**src/rtl/mux41_sel_arb.sv**
```systemverilog
// Round-robin arbiter driving the select input of a 4:1 word mux, with bounded
// bursts per grant and a valid/ready handshake toward the downstream consumer.
module mux41_sel_arb #(
    parameter int unsigned BURST = 4
) (
    input  logic       clk,
    input  logic       rst_n,
    input  logic [3:0] req,
    input  logic       out_ready,
    output logic [3:0] gnt,
    output logic [1:0] select,
    output logic       out_valid
);

    typedef enum logic [0:0] {StIdle, StGrant} state_e;

    state_e     state_q, state_d;
    logic [3:0] gnt_q, gnt_d;
    logic [1:0] sel_q, sel_d;
    logic [1:0] ptr_q, ptr_d;
    logic [3:0] cnt_q, cnt_d;

    logic [1:0] ptr_next;
    logic [2:0] hit_idle;
    logic [2:0] hit_rel;
    logic       valid;
    logic       beat;
    logic       rel;

    // Returns {found, index} of the first requester at or after p, wrapping 3->0.
    function automatic logic [2:0] rr_search(input logic [3:0] r, input logic [1:0] p);
        logic [2:0] res;
        logic [1:0] idx;
        res = '0;
        for (int k = 3; k >= 0; k--) begin
            idx = p + 2'(k);
            if (r[idx]) begin
                res = {1'b1, idx};
            end
        end
        return res;
    endfunction

    assign ptr_next = sel_q + 2'd1;
    assign hit_idle = rr_search(req, ptr_q);
    assign hit_rel  = rr_search(req, ptr_next);
    assign valid    = (state_q == StGrant) && req[sel_q];
    assign beat     = valid && out_ready;
    // Withdrawal releases without a beat; otherwise the last beat of the burst does.
    assign rel      = (state_q == StGrant) &&
                      (!req[sel_q] || (beat && (cnt_q == 4'(BURST - 1))));

    always_comb begin
        state_d = state_q;
        gnt_d   = gnt_q;
        sel_d   = sel_q;
        ptr_d   = ptr_q;
        cnt_d   = cnt_q;
        unique case (state_q)
            StIdle: begin
                if (req != 4'b0000) begin
                    state_d = StGrant;
                    sel_d   = hit_idle[1:0];
                    gnt_d   = 4'b0001 << hit_idle[1:0];
                    cnt_d   = '0;
                end
            end
            StGrant: begin
                if (rel) begin
                    ptr_d = ptr_next;
                    if (hit_rel[2]) begin
                        sel_d = hit_rel[1:0];
                        gnt_d = 4'b0001 << hit_rel[1:0];
                        cnt_d = '0;
                    end else begin
                        state_d = StIdle;
                        gnt_d   = '0;
                    end
                end else if (beat) begin
                    cnt_d = cnt_q + 4'd1;
                end
            end
            default: begin
                state_d = StIdle;
                gnt_d   = '0;
            end
        endcase
    end

    always_ff @(posedge clk or negedge rst_n) begin
        if (!rst_n) begin
            state_q <= StIdle;
            gnt_q   <= '0;
            sel_q   <= '0;
            ptr_q   <= '0;
            cnt_q   <= '0;
        end else begin
            state_q <= state_d;
            gnt_q   <= gnt_d;
            sel_q   <= sel_d;
            ptr_q   <= ptr_d;
            cnt_q   <= cnt_d;
        end
    end

    assign gnt       = gnt_q;
    assign select    = sel_q;
    assign out_valid = valid;

endmodule
```
**config.mk**
```make
export PLATFORM = sky130hd
export DESIGN_NAME = mux41_sel_arb
export DESIGN_NICKNAME = d
export VERILOG_FILES = /design/src/rtl/mux41_sel_arb.sv
export SDC_FILE = /design/constraint.sdc
export NUM_CORES = 1
export LEC_CHECK = 0
export BUFFER_PORTS_ARGS = -buffer_cell sky130_fd_sc_hd__buf_2
export CORE_UTILIZATION = 58
export DETAILED_ROUTE_END_ITERATION = 7
export PLACE_DENSITY_LB_ADDON = 0.3
export SLEW_MARGIN = 40
export SYNTH_ARGS = -nofsm -noshare
export SYNTH_HDL_FRONTEND = slang
export SYNTH_SLANG_ARGS = --single-unit
```
**constraint.sdc**
```tcl
create_clock -name clk -period 6.1 [get_ports clk]
set_clock_uncertainty 0.2 [all_clocks]
set_input_delay 0 -clock clk [delete_from_list [all_inputs] [get_ports clk]]
set_output_delay 0 -clock clk [all_outputs]
set_load 0.01 [all_outputs]
```
==> results of run 1 <==
[how the worst max path moves through the flow]
stage                          startpoint                 end
finish              select[0]$_DFFE_PN0P_  gnt[1]$_DFFE_PN0P_
global placement    select[0]$_DFFE_PN0P_  gnt[1]$_DFFE_PN0P_
CTS                                req[2]  gnt[0]$_DFFE_PN0P_
floorplan           select[0]$_DFFE_PN0P_  gnt[1]$_DFFE_PN0P_
global route        select[0]$_DFFE_PN0P_  gnt[1]$_DFFE_PN0P_
detailed placement  select[0]$_DFFE_PN0P_  gnt[1]$_DFFE_PN0P_
[metal layers]
layer,GRT usage,share of wire,vias to the layer above
met5,0,0,-
met3,0.0652,0.067,4
met2,0.395,0.46,25
met4,0.133,0.012,0
li1,-,-,387
met1,0.322,0.46,397
[Yosys cell counts (all sizes together), types with 2 or more instances]
cell type / n
buf: 3
nand2b: 4
o21ai: 12
inv: 4
nand2: 12
a211oi: 2
nor3: 3
a21oi: 3
a21o: 4
nor2: 5
a32oi: 2
dfrtp: 13
a22o: 2
[worst register-to-register path, delay by kind of cell, from the launching register on]
kind,cells,cell delay (ps)
compound gates,3,910
simple gates,1,210
mux,1,280
flops,1,490
[flip-flops by register name (all words and copies together), names as in the netlist]
register  flops
state_q       1
select        2
ptr_q         2
gnt           4
cnt_q         4
[per-stage QoR]
step	power [µW]	instance area, µm²
2_1_floorplan	312	882
3_3_place_gp	351	935
3_5_place_dp	359	935
4_1_cts	415	1010
5_1_grt	449	1010
6_report	415	1010
[kinds of logic after synthesis]
kind of cell             count (synthesis)
AO/OA/AOI/OAI                           35
XOR/XNOR                                 1
adder cells (fa/ha/maj)                  1
buffers and inverters                    8
flip-flops                              13
multiplexers                             3
AND/OR/NAND/NOR                         32
[repair_timing]
item / CTS / global route
hold buffers: 5 / 0
resized for setup: 0 / 0
hold endpoints to repair: 18 / 0
[power groups by stage]
stage	Sequential, µW	Clock [µW]	Combinational [µW]
2_1_floorplan	145	0	167
3_3_place_gp	155	0	196
3_5_place_dp	156	0	202
4_1_cts	155	54.4	205
5_1_grt	160	58.1	230
6_report	157	51.5	206
[area by class of cell]
cell class	count	area, µm²
Clock buffer	4	26.3
Tap cell	15	18.8
Timing Repair Buffer	18	115
Sequential cell	13	325
Multi-Input combinational cell	72	510
Fill cell	97	339
Inverter	4	15.0
==> impl_metrics.yaml, run 1 <==
timing:
  post-route-min-period_ps: 2190
  finalCritPeriodShare: 0.359
  rsz0062_at_grt: "no"
  tightest_slew_ps: 608
  whs_ps: 93.7
  finalMaxSlewViolations: 0
  fin_ws_ps: 3910
  tns_ps: 0
  fmaxAchievable_mhz: 457
  max_slew_margin: 0.592
  setup_viol: 0
  hold_viol_final: 0
die:
  dieWidth_um: 41
  ios: 14
  core_um2: 1350
  die-area_um2: 1680
  rows: 13
  die_h_um: 41
  initial_utilization: 0.653
final_layout:
  utilization: 0.749
  antenna_cells: 0
  final_cell_mix: "dfrtp_1, buf_2, nand2_1, o21ai_0"
  area_growth_pct: 14.6
  drive_gt1_frac: 0.207
  instances_no_fill: 126
  fin_nets: 120
critical_path:
  required_ps: 6060
  cp_num_buf_inv: 0
  timing.rr.start: "select[0]$_DFFE_PN0P_"
  critPathTopFamily: "compound AO/OA/AOI/OAI gates"
  timing.rr.end: "gnt[1]$_DFFE_PN0P_"
  r2r_cells: 5
  critical_path_class: "reg2reg"
  slowest_stage: "a211oi_1"
  critical_path.max_fanout: 9
  cp.depth: 5
  path_cells: "nand2b_1 > a22o_1 > a211oi_1 > o32ai_1 > mux2_4"
  slowest_delay_ps: 550
  r2r_slack_ps: 3910
  endpoint_kind: "register"
  worst_setup_path_start_kind: "register"
  critPathArrivalTime_ps: 2150
place:
  dp.cells: 117
  dp.final_hpwl_mm: 1.37
  gp_congestion: 0.855
  post-place-ws_ps: 3980
  portBuffers: 13
synth:
  yosys.area_share.adder: 0.0142
  ys.flop_type: "dfrtp_1"
  synth_area_leaders: "dfrtp_1, o21ai_0, nand2_1, nand4bb_4, nand2b_1"
  synth_edf_count: 0
  syn-instance-count: 93
  synth_xor_area_frac: 0.00993
  synth_cell_types: 40
  synth-compound-area-share: 0.285
  synth-async-reset-ratio: 1.00
  synth_top_family_by_area: "compound AO/OA/AOI/OAI gates"
  yosys.area_share.simple: 0.216
  synth.largest_area_cell: "dfrtp_1"
  synth-seq-cells: 13
  synth-seq-area-share: 0.369
  netlist.area_leader.share: 0.369
  synth.net_count: 101
  avgSynthCellArea_um2: 9.48
  synth_area_um2: 882
  yosysWarnings: 0
  synthMuxAreaShare: 0.0539
clock_tree:
  cts-root-buf: "clkbuf_4"
  ctsHtreeMaxLevel: 1
  cts_buffer_depth: 2
  path_clk_slew_ps: 80
  cts_made_buffers: 3
  post_cts_buffers: 0
  clock-sinks: 13
  clock_latency_ps: 270
  cts_tree: "built"
global_route:
  antenna_found_initial: 0
  grt_pass1_wl_mm: 2.71
  grt_use_total: 0.255
  grt_max_degree: 14
  grt_overflow: 0
  grt_pass1_vias: 634
power_and_ir_drop:
  pwr-share-comb: 0.497
  p_int_uw: 243
  leakagePower_uw: 0.000465
  power.density_nw_per_um2: 410
  p_clk_frac: 0.124
  swShare: 0.414
  p_switching_uw: 172
  seqPwrFrac: 0.379
  ir_drop_uv: 243
routing:
  wl_mm: 1.87
  drt_pass1_iterations: 4
  drc: 0
  antenna_left: 0
  viasPerCell: 6.45
  num_vias: 813
  wl_per_cell_um: 14.8
  drt_iter0_drc: 12
hold_path:
  hold_class: "in2reg"
  hold_path_end: "cnt_q[2]$_DFFE_PN0P_"
  hold_depth: 4
  min_from: "req[0]"
flow_run:
  cap_violations: 0
run_status:
  status: "finished, final reports clean"
No activity file was read; power rests on OpenSTA's default activity.
==> run 2: changes to the inputs <==
--- a/config.mk
+++ b/config.mk
@@ -5,8 +5,9 @@
 export SDC_FILE = /design/constraint.sdc
 export NUM_CORES = 1
 export LEC_CHECK = 0
+export ABC_AREA = 1
 export BUFFER_PORTS_ARGS = -buffer_cell sky130_fd_sc_hd__buf_2
-export CORE_UTILIZATION = 58
+export CORE_UTILIZATION = 51
 export DETAILED_ROUTE_END_ITERATION = 7
 export PLACE_DENSITY_LB_ADDON = 0.3
 export SLEW_MARGIN = 40
==> constraint.sdc (replaced) <==
create_clock -name clk -period 2 [get_ports clk]
set_clock_uncertainty 0.2 [all_clocks]
set_input_delay 0 -clock clk [delete_from_list [all_inputs] [get_ports clk]]
set_output_delay 0 -clock clk [all_outputs]
set_load 0.01 [all_outputs]
==> run 2 against run 1 <==
Register-to-register slack got worse by 3700 ps. Die area is 46% higher. Largest cell class unchanged. Critical path type unchanged. Clock power rose to 3.2 times the previous value. First-iteration DRC count increased to 2.9 times the previous value.
==> impl_metrics.yaml, run 2 <==
run_status:
  status: "finished, final reports clean"
timing:
  fmaxAchievable_mhz: 556
  setup_viol: 0
  tightest_slew_ps: 595
  hold_viol_final: 0
  finalCritPeriodShare: 0.899
  post-route-min-period_ps: 1800
  tns_ps: 0
  max_slew_margin: 0.602
  rsz0062_at_grt: "no"
  finalMaxSlewViolations: 0
power_and_ir_drop:
  power.density_nw_per_um2: 1690
  leakagePower_uw: 0.000734
  p_total_uw: 2200
  ir_drop_uv: 1030
synth:
  synth.largest_area_cell: "dfrtp_1"
  synth-seq-area-share: 0.283
  synth_xor_area_frac: 0.0152
  yosys.area_share.simple: 0.503
  synth-async-reset-ratio: 1.00
  ys.flop_type: "dfrtp_1"
  synth-seq-cells: 13
  yosysMostFrequentCell: "nand2_1"
  synth_area_um2: 1150
  synth_edf_count: 0
  synth_cell_types: 25
  synth_commonest_cells: "nand2_1, nand3_1, inv_1"
  synth_area_leaders: "dfrtp_1, nand2_1, nand3_1, nand2_2, inv_1"
  avgSynthCellArea_um2: 6.39
  yosys.area_share.adder: 0.0109
  syn-instance-count: 180
  synthMuxAreaShare: 0
  yosysWarnings: 0
  synth-compound-area-share: 0.0914
  netlist.area_leader.share: 0.283
  synth_top_family_by_area: "simple AND/OR/NAND/NOR gates"
  synth.net_count: 188
clock_tree:
  clock-sinks: 13
  path_clk_slew_ps: 80
  cts_made_buffers: 3
  post_cts_buffers: 0
  cts-root-buf: "clkbuf_4"
  cts_tree: "built"
  ctsHtreeMaxLevel: 1
  clock_latency_ps: 270
  cts_buffer_depth: 2
critical_path:
  critical_path.max_fanout: 12
  slowest_delay_ps: 500
  critPathArrivalTime_ps: 1810
  slowest_stage: "dfrtp_2"
  critical_path_class: "reg2reg"
  path_cells: "inv_2 > nand2_1 > nand2_2 > nand2_1 > nand2_1 > nand2_2 > nand2_1 > nand2_2 > nand2_1 > nand3_1 > nand2_1 > nand2_1 > nand2_1"
  required_ps: 2020
  worst_setup_path_start_kind: "register"
  cp_common_cell: "nand2_1"
  critPathTopFamily: "simple AND/OR/NAND/NOR gates"
  endpoint_kind: "register"
  cp_num_buf_inv: 1
die:
  core_um2: 2040
  initial_utilization: 0.563
  die_h_um: 49.5
  ios: 14
  rows: 16
  die-area_um2: 2450
  dieWidth_um: 49.5
place:
  dp.final_hpwl_mm: 1.98
  portBuffers: 13
  gp_congestion: 0.888
routing:
  wl_per_cell_um: 11.0
  drc: 0
  wl_mm: 2.50
  drt_pass1_iterations: 4
  num_vias: 1141
  antenna_left: 0
  drt_iter0_drc: 35
  viasPerCell: 5.05
hold_path:
  hold_class: "in2reg"
global_route:
  grt_pass1_wl_mm: 4.35
  grt_overflow: 0
  grt_use_total: 0.224
  grt_max_degree: 14
  antenna_found_initial: 0
  grt_pass1_vias: 1083
final_layout:
  antenna_cells: 0
  area_growth_pct: 13.1
  final_cell_mix: "nand2_1, nand3_1, inv_1, buf_2"
  final_common_cell: "nand2_1"
  fin_nets: 208
  drive_gt1_frac: 0.231
flow_run:
  cap_violations: 0
==> run 2: repair_timing <==
action                                  CTS  global route
gates resized for setup                   0             2
hold buffers                              5             0
endpoints found under the hold margin    16             0
endpoints found under the setup margin    0             6
==> run 2: metal layers <==
metal	wire length, µm	share of wire	GRT usage	up-vias
met5	0	0	0	-
met4	0	0	0.0238	0
met3	69	0.028	0.0370	0
met2	1190	0.48	0.400	16
met1	1240	0.50	0.292	519
li1	-	-	-	606
==> run 2: path summary, 6_finish.rpt <==
| path | depth (start not counted) | from | endpoint | slack, ps |
|---|---|---|---|---|
| setup / recovery | 13 | select[0]$_DFFE_PN0P_ | gnt[3]$_DFFE_PN0P_ | 200 |
| hold / removal | 7 | req[3] | select[0]$_DFFE_PN0P_ | 160 |
| setup reg to reg | 13 | select[0]$_DFFE_PN0P_ | gnt[3]$_DFFE_PN0P_ | 200 |
| hold reg to reg | 2 | gnt[2]$_DFFE_PN0P_ | gnt[2]$_DFFE_PN0P_ | 280 |
| max in group asynchronous | 3 | rst_n | select[0]$_DFFE_PN0P_ | 580 |
| min in group asynchronous | 3 | rst_n | gnt[3]$_DFFE_PN0P_ | 600 |
==> run 2: report_power, final <==
part	switching, µW	leakage [µW]	internal, µW
sequential	143	0.000160	371
combinational	973	0.000559	545
clock	86.1	0.0000150	77.2
total	1200	0.000734	993
==> run 2: cell families (layout without fill, tap and decap cells) <==
| kind of cell | after synthesis | in the layout |
|---|---|---|
| AND/OR/NAND/NOR | 124 | 124 |
| buffers and inverters | 24 | 43 |
| AO/OA/AOI/OAI | 16 | 16 |
| flip-flops | 13 | 13 |
| XOR/XNOR | 2 | 2 |
| adder cells (fa/ha/maj) | 1 | 1 |
==> run 2: tightest hold or removal path, cell delays in order <==
cell     delay [ps]
buf_2           110
o21ai_0         100
nand3_1         110
nand2_2          80
nand2_1          60
nand3_1          60
o21ai_0          70
==> run 2: layout make-up <==
type	instances	area, µm²
clock buffers	4	26.3
fillers	206	742
inverters	21	83.8
multi-input cells	143	713
flip-flops and latches	13	328
well taps	27	33.8
repair buffers	18	115
==> run 2: metrics by stage <==
step | hold WS [ps] | cells | area (µm²) | utilization | worst slack, ps
4_1_cts | 147 | 226 | 1300 | 0.635 | 97.6
3_5_place_dp | -297 | 217 | 1220 | 0.598 | 105
6_report | 157 | 226 | 1300 | 0.637 | 202
3_3_place_gp | -307 | 217 | 1220 | 0.598 | 156
2_1_floorplan | -496 | 180 | 1150 | - | 332
5_1_grt | 216 | 226 | 1300 | 0.637 | 25.6
